[src/rtl/conv_pkg.sv]
// Shared types and constants for the conv partial-sum sequencer and its
// pipelined adder-tree helpers.
package conv_pkg;

    localparam int TREE_LATENCY = 3;
    localparam int ACC_W        = 32;
    localparam int BIAS_W       = 16;

    typedef enum logic [2:0] {
        ST_IDLE,
        ST_ISSUE,
        ST_DRAIN,
        ST_BIAS,
        ST_OUT
    } psum_state_t;

endpackage

[src/rtl/valid_delay.sv]
// Single-bit shift register that lines issued beats up with the output of a
// fixed-latency pipeline.
module valid_delay #(
    parameter int DEPTH = 3
) (
    input  logic clk,
    input  logic rst,
    input  logic d,
    output logic q
);

    logic [DEPTH-1:0] line;

    // NOTE: the line is cleared on reset so in-flight beats are discarded,
    // and non-blocking assignments make every stage take its pre-edge neighbour.
    always_ff @(posedge clk) begin
        if (rst) begin
            line <= '0;
        end else begin
            line[0] <= d;
            for (int i = 1; i < DEPTH; i++) begin
                line[i] <= line[i-1];
            end
        end
    end

    assign q = line[DEPTH-1];

endmodule

[src/rtl/conv_psum_sequencer.sv]
// Steps the 9-input adder tree across the input channels of each output pixel,
// accumulates the tree totals, adds bias, applies optional ReLU, and hands off.
module conv_psum_sequencer
    import conv_pkg::*;
#(
    parameter int CH_W  = 10,
    parameter int PIX_W = 16,
    parameter int ACC_W = conv_pkg::ACC_W
) (
    input  logic                     clk,
    input  logic                     rst,
    input  logic                     start,
    input  logic [CH_W-1:0]          num_ch,
    input  logic [PIX_W-1:0]         num_pix,
    input  logic signed [BIAS_W-1:0] bias,
    input  logic                     relu_en,
    input  logic                     in_valid,
    output logic                     in_ready,
    input  logic signed [ACC_W-1:0]  tree_total,
    output logic                     out_valid,
    input  logic                     out_ready,
    output logic signed [ACC_W-1:0]  out_data,
    output logic                     busy,
    output logic                     done
);

    psum_state_t             state;
    logic [CH_W-1:0]         ch_q;
    logic [CH_W-1:0]         issued;
    logic [CH_W-1:0]         received;
    logic [CH_W-1:0]         received_nx;
    logic [PIX_W-1:0]        pix_q;
    logic [PIX_W-1:0]        pix_cnt;
    logic signed [BIAS_W-1:0] bias_q;
    logic                    relu_q;
    logic signed [ACC_W-1:0] acc;
    logic signed [ACC_W-1:0] bias_ext;
    logic signed [ACC_W-1:0] res;
    logic                    fire;
    logic                    tap;
    logic                    last_pix;

    assign in_ready    = (state == ST_ISSUE);
    assign busy        = (state != ST_IDLE);
    assign fire        = in_valid & in_ready;
    assign received_nx = received + CH_W'(tap);
    assign last_pix    = (pix_cnt == pix_q - PIX_W'(1));
    assign bias_ext    = {{(ACC_W-BIAS_W){bias_q[BIAS_W-1]}}, bias_q};

    valid_delay #(
        .DEPTH(TREE_LATENCY)
    ) u_valid_delay (
        .clk(clk),
        .rst(rst),
        .d  (fire),
        .q  (tap)
    );

    // NOTE: res gets a default before the clamp so no path leaves it unassigned.
    always_comb begin
        res = acc + bias_ext;
        if (relu_q && res[ACC_W-1]) begin
            res = '0;
        end
    end

    always_ff @(posedge clk) begin
        if (rst) begin
            state     <= ST_IDLE;
            ch_q      <= CH_W'(1);
            pix_q     <= PIX_W'(1);
            bias_q    <= '0;
            relu_q    <= 1'b0;
            issued    <= '0;
            received  <= '0;
            pix_cnt   <= '0;
            acc       <= '0;
            out_valid <= 1'b0;
            out_data  <= '0;
            done      <= 1'b0;
        end else begin
            done <= 1'b0;

            // Tree totals land independently of beat issue; later FSM clears win.
            if (tap) begin
                acc      <= acc + tree_total;
                received <= received_nx;
            end

            case (state)
                ST_IDLE: begin
                    if (start) begin
                        ch_q     <= (num_ch == '0) ? CH_W'(1) : num_ch;
                        pix_q    <= (num_pix == '0) ? PIX_W'(1) : num_pix;
                        bias_q   <= bias;
                        relu_q   <= relu_en;
                        acc      <= '0;
                        issued   <= '0;
                        received <= '0;
                        pix_cnt  <= '0;
                        state    <= ST_ISSUE;
                    end
                end

                ST_ISSUE: begin
                    if (fire) begin
                        issued <= issued + CH_W'(1);
                        if (issued + CH_W'(1) == ch_q) begin
                            state <= ST_DRAIN;
                        end
                    end
                end

                ST_DRAIN: begin
                    // Leave on the edge that absorbs the final total so BIAS sees it.
                    if (tap && received_nx == ch_q) begin
                        state <= ST_BIAS;
                    end
                end

                ST_BIAS: begin
                    out_data  <= res;
                    out_valid <= 1'b1;
                    state     <= ST_OUT;
                end

                ST_OUT: begin
                    if (out_ready) begin
                        out_valid <= 1'b0;
                        if (last_pix) begin
                            done  <= 1'b1;
                            state <= ST_IDLE;
                        end else begin
                            pix_cnt  <= pix_cnt + PIX_W'(1);
                            acc      <= '0;
                            issued   <= '0;
                            received <= '0;
                            state    <= ST_ISSUE;
                        end
                    end
                end

                default: state <= ST_IDLE;
            endcase
        end
    end

endmodule

[config.mk]
export PLATFORM = sky130hd
export DESIGN_NAME = conv_psum_sequencer
export DESIGN_NICKNAME = d
export VERILOG_FILES = /design/src/rtl/conv_pkg.sv /design/src/rtl/valid_delay.sv /design/src/rtl/conv_psum_sequencer.sv
export SDC_FILE = /design/constraint.sdc
export NUM_CORES = 1
export LEC_CHECK = 0
export ABC_CLOCK_PERIOD_IN_PS = 2850
export CAP_MARGIN = 20
export CORE_UTILIZATION = 50
export DETAILED_ROUTE_END_ITERATION = 7
export PLACE_DENSITY_LB_ADDON = 0.25
export SLEW_MARGIN = 20
export SYNTH_ARGS = -nofsm -noshare
export SYNTH_HDL_FRONTEND = slang
export SYNTH_HIERARCHICAL = 1
export SYNTH_SLANG_ARGS = --single-unit
[constraint.sdc]
create_clock -name clk -period 2.85 [get_ports clk]
set_input_delay 0.4275 -clock clk [delete_from_list [all_inputs] [get_ports clk]]
set_output_delay 0.4275 -clock clk [all_outputs]
set_load 0.02 [all_outputs]
==> results of run 1 <==
[per-stage QoR]
| step | instances | total power (W) | setup slack [ns] | hold slack (ns) | area [sq um] |
|---|---|---|---|---|---|
| floorplan | 1281 | 0.00409 | -0.0622 | 0.414 | 10200 |
| global placement | 1732 | 0.00506 | -0.405 | 0.419 | 12500 |
| detailed placement | 1732 | 0.00512 | -0.428 | 0.443 | 12500 |
| CTS | 1767 | 0.00762 | -0.186 | 0.454 | 13200 |
| global route | 1784 | 0.00844 | -0.320 | 0.478 | 13900 |
| finish | 1784 | 0.00806 | -0.244 | 0.450 | 13900 |
[placed cells by master, fill, tap and decap left out, types with 15 or more instances in the layout]
cell type / Yosys / layout
xnor2_1: 65 / 63
nand4_1: 21 / 21
clkbuf_16: 0 / 23
or3_1: 18 / 15
a21o_1: 27 / 27
ha_1: 67 / 55
o21ai_0: 61 / 51
nand2_1: 156 / 155
nor2_1: 114 / 100
a22oi_1: 24 / 22
nor3_1: 19 / 18
nor2_4: 0 / 15
nor2b_1: 17 / 17
a21oi_1: 135 / 118
buf_4: 0 / 121
and3_1: 16 / 15
inv_1: 34 / 31
mux2i_1: 24 / 24
dfxtp_1: 151 / 143
clkdlybuf4s50_1: 0 / 114
xor2_1: 49 / 49
nand3_1: 36 / 32
[worst min-delay path by stage]
stage / to / cells past startpoint / start
after detailed placement: u_valid_delay/line[2]$_SDFF_PP0_ / 1 / u_valid_delay/line[1]$_SDFF_PP0_
after CTS: out_data[20]$_SDFFE_PP0P_ / 2 / out_data[20]$_SDFFE_PP0P_
after floorplan: u_valid_delay/line[1]$_SDFF_PP0_ / 1 / u_valid_delay/line[0]$_SDFF_PP0_
final: out_data[20]$_SDFFE_PP0P_ / 2 / out_data[20]$_SDFFE_PP0P_
after global routing: u_valid_delay/line[2]$_SDFF_PP0_ / 1 / u_valid_delay/line[1]$_SDFF_PP0_
after global placement: u_valid_delay/line[2]$_SDFF_PP0_ / 1 / u_valid_delay/line[1]$_SDFF_PP0_
[registers in the layout, indices dropped and copies added (netlist names)]
register	count
out_data	32
bias_q	16
pix_cnt	16
out_valid	1
relu_q	1
acc	32
received	10
pix_q	16
issued	10
state	3
ch_q	10
done	1
u_valid_delay/line	3
[critical path, delay by kind of cell (launching register included)]
kind | cells | cell delay, ns
multiplexers | 1 | 0.31
flip-flops | 1 | 0.32
XOR/XNOR | 1 | 0.16
AO/OA/AOI/OAI | 3 | 0.75
AND/OR/NAND/NOR | 4 | 1.44
[power by group through the flow]
stage               clock (W)  combinational (W)  sequential [W]
floorplan                   0            0.00160         0.00249
global placement            0            0.00256         0.00250
detailed placement          0            0.00260         0.00251
CTS                   0.00245            0.00271         0.00247
global route          0.00253            0.00339         0.00251
finish                0.00243            0.00314         0.00249
[repair_timing]
action | 4_1_cts | 5_1_grt
cloned | 1 | 8
endpoints found under the setup margin | 95 | 102
resized for setup | 21 | 107
pin swaps | 10 | 44
buffers inserted | 3 | 10
[area by class of cell]
class	count	area share, %
multi-input cells	1046	53.0
inverters	34	0.917
clock inverters	14	1.41
flip-flops and latches	151	21.8
clock buffers	17	3.06
repair buffers	257	17.5
well taps	265	2.38
[kinds of logic after synthesis]
kind of cell               after synthesis
AOI/OAI and AO/OA                      360
muxes                                   27
and+or+nand+nor                        474
buffers and inverters                   86
xor gates and xnor gates               114
DFF                                    151
adders and majority gates               69
[per-layer routing]
layer,share of wire (%),GRT usage [%]
met1,43,35.6
met4,2.5,8.75
met3,5.3,4.18
met5,0,0
met2,49,47.3
==> impl_metrics.env, run 1 <==
export IMPL_p_per_area_nw_per_um2=579
export IMPL_synth_cells=1281
export IMPL_cp_required_ns=3.18
export IMPL_reg2reg_from="pix_q[8]$_SDFFE_PP0P_"
export IMPL_dieArea_sq_um=20900
export IMPL_h_tree_depth=4
export IMPL_crit_fanout=5
export IMPL_fp_coreArea_sq_um=19700
export IMPL_final_hold_viol_count=0
export IMPL_synth_top_area_share_pct=29.7
export IMPL_cpPeakStageDelay_ns=0.57
export IMPL_finalCriticalPeriod_ns=3.09
export IMPL_yosys_top_cells_count="156 x nand2_1, 151 x dfxtp_1, 135 x a21oi_1, 114 x nor2_1, 67 x ha_1"
export IMPL_grt_usage_pct=27.7
export IMPL_io_pins=116
export IMPL_ant_nets=0
export IMPL_path_cells="or4_4 > or4_4 > xor2_1 > o211ai_1 > a211oi_2 > and2_4 > o22a_4 > nor2_8 > mux2_4"
export IMPL_ff_latch_area_sq_um=3040
export IMPL_clockPowerShare_pct=30.2
export IMPL_syn_num_nets=1430
export IMPL_fin_util_pct=70.6
export IMPL_hold_class="reg -> reg"
export IMPL_drtIter0Drc=492
export IMPL_synth_edf_count=0
export IMPL_dieHeight_microns=145
export IMPL_drive_gt1_share_pct=19.4
export IMPL_synth_mux_area_share_pct=2.73
export IMPL_startpoint="pix_q[8]$_SDFFE_PP0P_"
export IMPL_tns_ns=-10.74
export IMPL_multi_input_area_sq_um=7370
export IMPL_synth_seq_area_share_pct=29.7
export IMPL_p_int_w=0.00524
export IMPL_p_sw_share_pct=35.0
export IMPL_netlist_area_sq_um=10200
export IMPL_area_growth_pct=36.8
export IMPL_ctsHoldBuffers=0
export IMPL_max_cap_viol_count=0
export IMPL_start_kind="flop"
export IMPL_yosys_top_cells_area="dfxtp_1 30%, ha_1 8.2%, a21oi_1 6.6%"
export IMPL_grt_max_degree=88
export IMPL_synth_seq_cells=151
export IMPL_worst_r2r_path_depth=9
export IMPL_ir_worst_vdd_mv=0.330
export IMPL_status="complete, but fails checks"
export IMPL_async_reset_ff_share_pct=0
export IMPL_grt_overflow_total=0
export IMPL_viasPerCell=5.83
export IMPL_rsz0062_at_grt="yes"
export IMPL_routed_wl_microns=30100
export IMPL_grt_pass1_vias=9566
export IMPL_place_gp_congestion=0.899
export IMPL_cp_slowest_cell="or4_4"
export IMPL_endpoint_kind="flop"
export IMPL_violations="negative setup slack"
export IMPL_cts_path_max_buffers=2
export IMPL_worstMarginPinSlew_ns=0.989
export IMPL_power_leakage_nw=5.51
export IMPL_finalSetupViolations=69
export IMPL_synth_xor_area_share_pct=9.81
export IMPL_yosys_most_used_dff="dfxtp_1"
export IMPL_max_slew_margin_pct=34.1
export IMPL_synth_adder_area_share_pct=8.63
export IMPL_ys_warn_count=6
export IMPL_cts_tree="built"
export IMPL_synth_most_common_cell="nand2_1"
export IMPL_synth_compound_area_share_pct=23.0
export IMPL_finClkSkew_ns=0.00898
export IMPL_cts_root_buffer="clkbuf_16"
export IMPL_slew_violations=0
export IMPL_fin_crit_sh_pct=109
export IMPL_p_switching_w=0.00282
export IMPL_drc=0
export IMPL_start_util_pct=51.6
export IMPL_num_antenna_cells=0
export IMPL_vias=10400
export IMPL_r2r_slack_ns=-0.24
export IMPL_cts_sinks=151
export IMPL_setup_slack_ns=-0.244
export IMPL_row_count=51
export IMPL_rr_endpoint="issued[8]$_SDFFE_PP0P_"
export IMPL_cts_buffers=17
export IMPL_synth_cell_types=77
export IMPL_die_x_microns=145
export IMPL_cp_common_cell="or4_4"
export IMPL_pwr_share_comb_pct=38.9
export IMPL_antenna_found_initial=0
export IMPL_portBuffers=115
export IMPL_grt_first_pass_wirelength_microns=45500
export IMPL_nFillCells=1562
export IMPL_dp_hpwl_microns=20800
export IMPL_synth_avg_cell_area_sq_um=7.94
export IMPL_synth_simple_area_share_pct=22.7
export IMPL_fin_nets=1656
export IMPL_wl_per_cell_microns=16.9
export IMPL_critPathCapture="issued[8]$_SDFFE_PP0P_"
export IMPL_crit_type="reg -> reg"
export IMPL_first_pass_iters=5
export IMPL_synth_top_family_by_area="compound AO/OA/AOI/OAI gates"
export IMPL_crit_arrival_ns=3.42
export IMPL_seqPwrFrac_pct=30.9
export IMPL_clock_latency_ns=0.44
export IMPL_synth_top_cell_by_area="dfxtp_1"
export IMPL_max_clock_freq_ghz=0.323
export IMPL_path_clk_slew_ns=0.06
Power figures use the tool's default switching activity.
==> run 2: changes to the inputs <==
CORE_UTILIZATION = 35   (was 50)
CTS_BUF_LIST = sky130_fd_sc_hd__clkbuf_4   (was not set)
==> run 2 against run 1 <==
Against the previous run: the run still ends with negative setup slack left; combinational power decreased by 9.9%; critical path type unchanged; register-to-register slack improved by 0.03 ns; cell area decreased by 3.3%; sequential power about the same; cell count increased by 7.3%.
==> impl_metrics.env, run 2 (synthesis results as in run 1) <==
export IMPL_status="complete, but fails checks"
export IMPL_violations="negative setup slack"
export IMPL_grt_first_pass_wirelength_microns=47600
export IMPL_crit_type="reg -> reg"
export IMPL_grt_pass1_vias=9387
export IMPL_endpoint_kind="flop"
export IMPL_rsz0062_at_grt="yes"
export IMPL_cts_path_max_buffers=2
export IMPL_routed_wl_microns=29600
export IMPL_cts_root_buffer="clkbuf_4"
export IMPL_h_tree_depth=4
export IMPL_max_clock_freq_ghz=0.326
export IMPL_cp_required_ns=3.33
export IMPL_cts_tree="built"
export IMPL_whs_endpoint="issued[2]$_SDFFE_PP0P_"
export IMPL_clock_latency_ns=0.55
export IMPL_fin_util_pct=47.0
export IMPL_cts_sinks=151
export IMPL_setup_slack_ns=-0.216
export IMPL_dp_hpwl_microns=22200
export IMPL_grt_overflow_total=0
export IMPL_reg_largest_list="acc: 32 flops, out_data: 32 flops"
export IMPL_path_clk_slew_ns=0.16
export IMPL_wl_per_cell_microns=15.5
export IMPL_ctsHoldBuffers=0
export IMPL_fin_hold_ws_ns=0.242
export IMPL_final_cell_mix="156 x nand2_1, 145 x buf_4, 139 x dfxtp_1, 118 x a21oi_1, 114 x clkdlybuf4s50_1"
export IMPL_dieArea_sq_um=29800
export IMPL_viasPerCell=5.22
export IMPL_io_pins=116
export IMPL_reg2reg_from="pix_q[5]$_SDFFE_PP0P_"
export IMPL_drc=0
export IMPL_finalSetupViolations=69
export IMPL_die_x_microns=173
export IMPL_min_from="rst"
export IMPL_cts_buffers=17
export IMPL_drtIter0Drc=480
export IMPL_ir_worst_vdd_mv=0.261
export IMPL_crit_fanout=6
export IMPL_power_leakage_nw=5.36
export IMPL_crit_arrival_ns=3.55
export IMPL_cp_num_buf_inv=1
export IMPL_max_cap_viol_count=0
export IMPL_hold_class="in -> reg"
export IMPL_worstMarginPinSlew_ns=0.587
export IMPL_first_pass_iters=5
export IMPL_start_util_pct=35.6
export IMPL_drive_gt1_share_pct=18.6
export IMPL_cp_common_cell="or4_4"
export IMPL_antenna_found_initial=1
export IMPL_p_per_area_nw_per_um2=492
export IMPL_critPathTopFamily="simple AND/OR/NAND/NOR gates"
export IMPL_cpPeakStageDelay_ns=0.54
export IMPL_r2r_slack_ns=-0.22
export IMPL_row_count=62
export IMPL_grt_usage_pct=19.7
export IMPL_final_hold_viol_count=0
export IMPL_area_growth_pct=32.2
export IMPL_start_kind="flop"
export IMPL_cp_slowest_cell="or4_4"
export IMPL_slew_violations=0
export IMPL_portBuffers=115
export IMPL_mostFrequentLayoutCell="nand2_1"
export IMPL_dieHeight_microns=173
export IMPL_finClkSkew_ns=0.0321
export IMPL_vias=10000
export IMPL_fp_coreArea_sq_um=28600
export IMPL_finalCriticalPeriod_ns=3.07
export IMPL_fin_nets=1666
export IMPL_grt_max_degree=36
export IMPL_max_slew_margin_pct=60.7
export IMPL_path_cells="or4_4 > or4_4 > or3_1 > a211oi_2 > and2_4 > o22a_4 > nor2_8 > buf_12 > a311oi_2"
export IMPL_place_gp_congestion=0.885
export IMPL_rr_endpoint="issued[4]$_SDFFE_PP0P_"
export IMPL_ant_nets=0
export IMPL_fin_crit_sh_pct=108
export IMPL_worst_r2r_path_depth=9
export IMPL_min_path_cells=2
-- run 2: cell count changes in the layout (fill, tap and decap cells not counted), moves of 4 or more --
| cell | delta |
|---|---|
| clkbuf_4 | +18 |
| ha_1 | +5 |
| dfxtp_1 | -4 |
| nor2_1 | +10 |
| buf_6 | -7 |
| nor2_4 | -14 |
| clkbuf_16 | -21 |
| buf_4 | +24 |
-- run 2: how the worst max path moves through the flow --
| stage | start | end | cells after the start |
|---|---|---|---|
| after floorplan | pix_q[6]$_SDFFE_PP0P_ | issued[8]$_SDFFE_PP0P_ | 10 |
| final | pix_q[5]$_SDFFE_PP0P_ | issued[4]$_SDFFE_PP0P_ | 9 |
| after global placement | tree_total[0] | acc[20]$_SDFF_PP0_ | 12 |
| after global routing | pix_q[1]$_SDFFE_PP0P_ | issued[5]$_SDFFE_PP0P_ | 12 |
| after detailed placement | tree_total[0] | acc[24]$_SDFF_PP0_ | 11 |
| after CTS | pix_q[1]$_SDFFE_PP0P_ | issued[5]$_SDFFE_PP0P_ | 12 |
-- run 2: power by group --
group | internal, W | total (W) | switching [W]
sequential | 0.00229 | 0.00248 | 0.000187
clock | 0.000449 | 0.00132 | 0.000866
combinational | 0.00130 | 0.00283 | 0.00153
total | 0.00405 | 0.00663 | 0.00258
-- run 2: per-stage QoR --
stage          power, W  std cells  worst slack [ns]  cell area [sq um]  setup TNS [ns]
2_1_floorplan   0.00409       1281           -0.0622              10200         -0.0622
3_3_place_gp    0.00511       1868            -0.521              12700          -15.98
3_5_place_dp    0.00512       1868            -0.548              12700          -14.43
4_1_cts         0.00655       1905            -0.206              13100           -8.00
5_1_grt         0.00707       1915            -0.347              13500          -18.10
6_report        0.00663       1915            -0.216              13500           -8.18
-- run 2: worst reg2reg max path: cells and delay by family (launching register included) --
kind	cells	cell delay, ns
AND/OR/NAND/NOR	5	1.79
AO/OA/AOI/OAI	3	0.71
flip-flops	1	0.35
buffers and inverters	1	0.13
-- run 2: timing repair --
action                     in CTS  in global routing
setup endpoints to repair      82                101
pin swaps                      10                 22
cloned                          1                  2
resized for setup              17                 69
buffers inserted                4                  7
hold endpoints to repair        0                  0
-- run 2: area by class of cell --
type                            count  area [sq um]
Fill cell                        2811         15200
Inverter                           34           128
Tap cell                          384           480
Multi-Input combinational cell   1045          7150
Clock inverter                     14           125
Antenna cell                        1          2.50
Timing Repair Buffer              268          2400
Sequential cell                   151          3040
Clock buffer                       18           135
-- run 2: layer usage --
metal	vias to the layer above	part of all wire, %	global-route usage (%)
li1	5123	-	-
met1	4672	48	26.6
met2	183	47	32.8
met3	23	3.6	2.79
met4	0	1.3	4.65
met5	-	0	0
==> run 3: changes to the inputs <==
CORE_MARGIN = 3   (was not set)
==> run 3 against run 2 <==
Against the previous run: cell count is 1.2% lower; largest cell class unchanged; fmax is 0.19% lower; critical endpoint is now issued[8]$_SDFFE_PP0P_; non-clock buffer count is 18 lower; sequential power hardly changed; the run still ends with negative setup slack left.
==> impl_metrics.env, run 3 (synthesis results as in run 1) <==
export IMPL_max_cap_viol_count=0
export IMPL_area_growth_pct=30.4
export IMPL_rsz0062_at_grt="yes"
export IMPL_drtIter0Drc=502
export IMPL_row_count=61
export IMPL_design_area_sq_um=13300
export IMPL_power_leakage_nw=5.24
export IMPL_start_util_pct=36.0
export IMPL_grt_overflow_total=0
export IMPL_violations="negative setup slack"
export IMPL_finalCriticalPeriod_ns=3.07
export IMPL_fin_nets=1649
export IMPL_grt_first_pass_wirelength_microns=47500
export IMPL_grt_usage_pct=18.6
export IMPL_slew_violations=0
export IMPL_ant_nets=0
export IMPL_tns_ns=-8.48
export IMPL_cts_buffers=17
export IMPL_cts_path_max_buffers=2
export IMPL_ctsHoldBuffers=0
export IMPL_h_tree_depth=4
export IMPL_fin_hold_ws_ns=0.297
export IMPL_nFillCells=2823
export IMPL_mostFrequentLayoutCell="nand2_1"
export IMPL_cpPeakStageDelay_ns=0.48
export IMPL_antenna_found_initial=1
export IMPL_cp_required_ns=3.33
export IMPL_viasPerCell=5.30
export IMPL_place_ws_ns=-0.514
export IMPL_routed_wl_microns=29600
export IMPL_max_clock_freq_ghz=0.326
export IMPL_hold_class="in -> reg"
export IMPL_endpoint_kind="flop"
export IMPL_fin_util_pct=47.0
export IMPL_cts_tree="built"
export IMPL_drc=0
export IMPL_crit_arrival_ns=3.55
export IMPL_first_pass_iters=5
export IMPL_finClkSkew_ns=0.0457
export IMPL_final_cell_mix="156 x nand2_1, 139 x dfxtp_1, 126 x buf_4, 124 x a21oi_1, 114 x clkdlybuf4s50_1"
export IMPL_path_clk_slew_ns=0.17
export IMPL_wl_per_cell_microns=15.6
export IMPL_vias=10000
export IMPL_clock_latency_ns=0.57
export IMPL_grt_pass1_vias=9461
export IMPL_place_gp_congestion=0.919
export IMPL_drive_gt1_share_pct=17.5
export IMPL_max_slew_margin_pct=43.6
export IMPL_die_x_microns=177
export IMPL_io_pins=116
export IMPL_cp_slowest_cell="or4b_4"
export IMPL_grt_max_degree=61
export IMPL_worstMarginPinSlew_ns=0.839
export IMPL_dieHeight_microns=177
export IMPL_final_hold_viol_count=0
export IMPL_finalSetupViolations=70
export IMPL_dieArea_sq_um=31200
export IMPL_fp_coreArea_sq_um=28200
export IMPL_reg_largest_list="acc: 32 flops, out_data: 32 flops"
export IMPL_cp_num_buf_inv=1
export IMPL_p_per_area_nw_per_um2=493
export IMPL_fin_crit_sh_pct=108
export IMPL_dp_hpwl_microns=22200
export IMPL_setup_slack_ns=-0.222
export IMPL_dpl_cell_area_sq_um=12600
export IMPL_crit_type="reg -> reg"
export IMPL_portBuffers=115
export IMPL_cts_sinks=151
export IMPL_crit_fanout=5
export IMPL_critPathTopFamily="simple AND/OR/NAND/NOR gates"
export IMPL_start_kind="flop"
export IMPL_status="complete, but fails checks"
export IMPL_ir_worst_vdd_mv=0.274
export IMPL_path_cells="inv_2 > ha_4 > or4b_4 > or4_1 > or3_1 > a31o_1 > a211oi_2 > and2_4 > o22a_4 > nor2_8 > mux2_4"
export IMPL_cts_root_buffer="clkbuf_4"
## run 3: metal layers
layer  up-vias  track usage [%]  share of wire (%)
met5         -                0                  0
met3        23             2.73                3.4
met1      4731             25.2                 48
li1       5083                -                  -
met2       188             31.5                 48
met4         0             3.90                1.1
## run 3: per-stage QoR
step	total power, W	cells
after floorplan	0.00409	1281
after global placement	0.00508	1849
after detailed placement	0.00511	1849
after CTS	0.00652	1887
after global routing	0.00698	1892
final	0.00655	1892
## run 3: final timing paths
kind	from	cells past startpoint	endpoint	slack, ns
max	pix_q[1]$_SDFFE_PP0P_	11	issued[8]$_SDFFE_PP0P_	-0.22
min	rst	2	ch_q[8]$_SDFFE_PP0P_	0.30
max reg2reg	pix_q[1]$_SDFFE_PP0P_	11	issued[8]$_SDFFE_PP0P_	-0.22
min reg2reg	u_valid_delay/line[1]$_SDFF_PP0_	1	u_valid_delay/line[2]$_SDFF_PP0_	0.46
## run 3: final cells by class
cell class	instances	area (sq um)	area share, %
antenna	1	2.50	0.0189
clock buffer	18	135	1.02
clock inverter	14	119	0.895
inverter	34	128	0.961
multi-input combinational	1046	7140	53.8
sequential	151	3040	22.9
tap	378	473	3.56
timing repair buffer	250	2240	16.9
## run 3: report_power, final
group | internal (W) | switching [W]
Sequential | 0.00229 | 0.000184
Combinational | 0.00128 | 0.00152
Clock | 0.000373 | 0.000898
## run 3: worst register-to-register path, stage by stage, from the launching register on
cell	delay, ns
dfxtp_2	0.36
inv_2	0.06
ha_4	0.12
or4b_4	0.48
or4_1	0.41
or3_1	0.31
a31o_1	0.24
a211oi_2	0.24
and2_4	0.22
o22a_4	0.19
nor2_8	0.06
mux2_4	0.29
## run 3: repair_timing
item | CTS | global route
buffers inserted | 3 | 5
endpoints found under the hold margin | 0 | 0
cloned | 3 | 0
pin swaps | 11 | 14
resized for setup | 31 | 49
endpoints found under the setup margin | 76 | 102
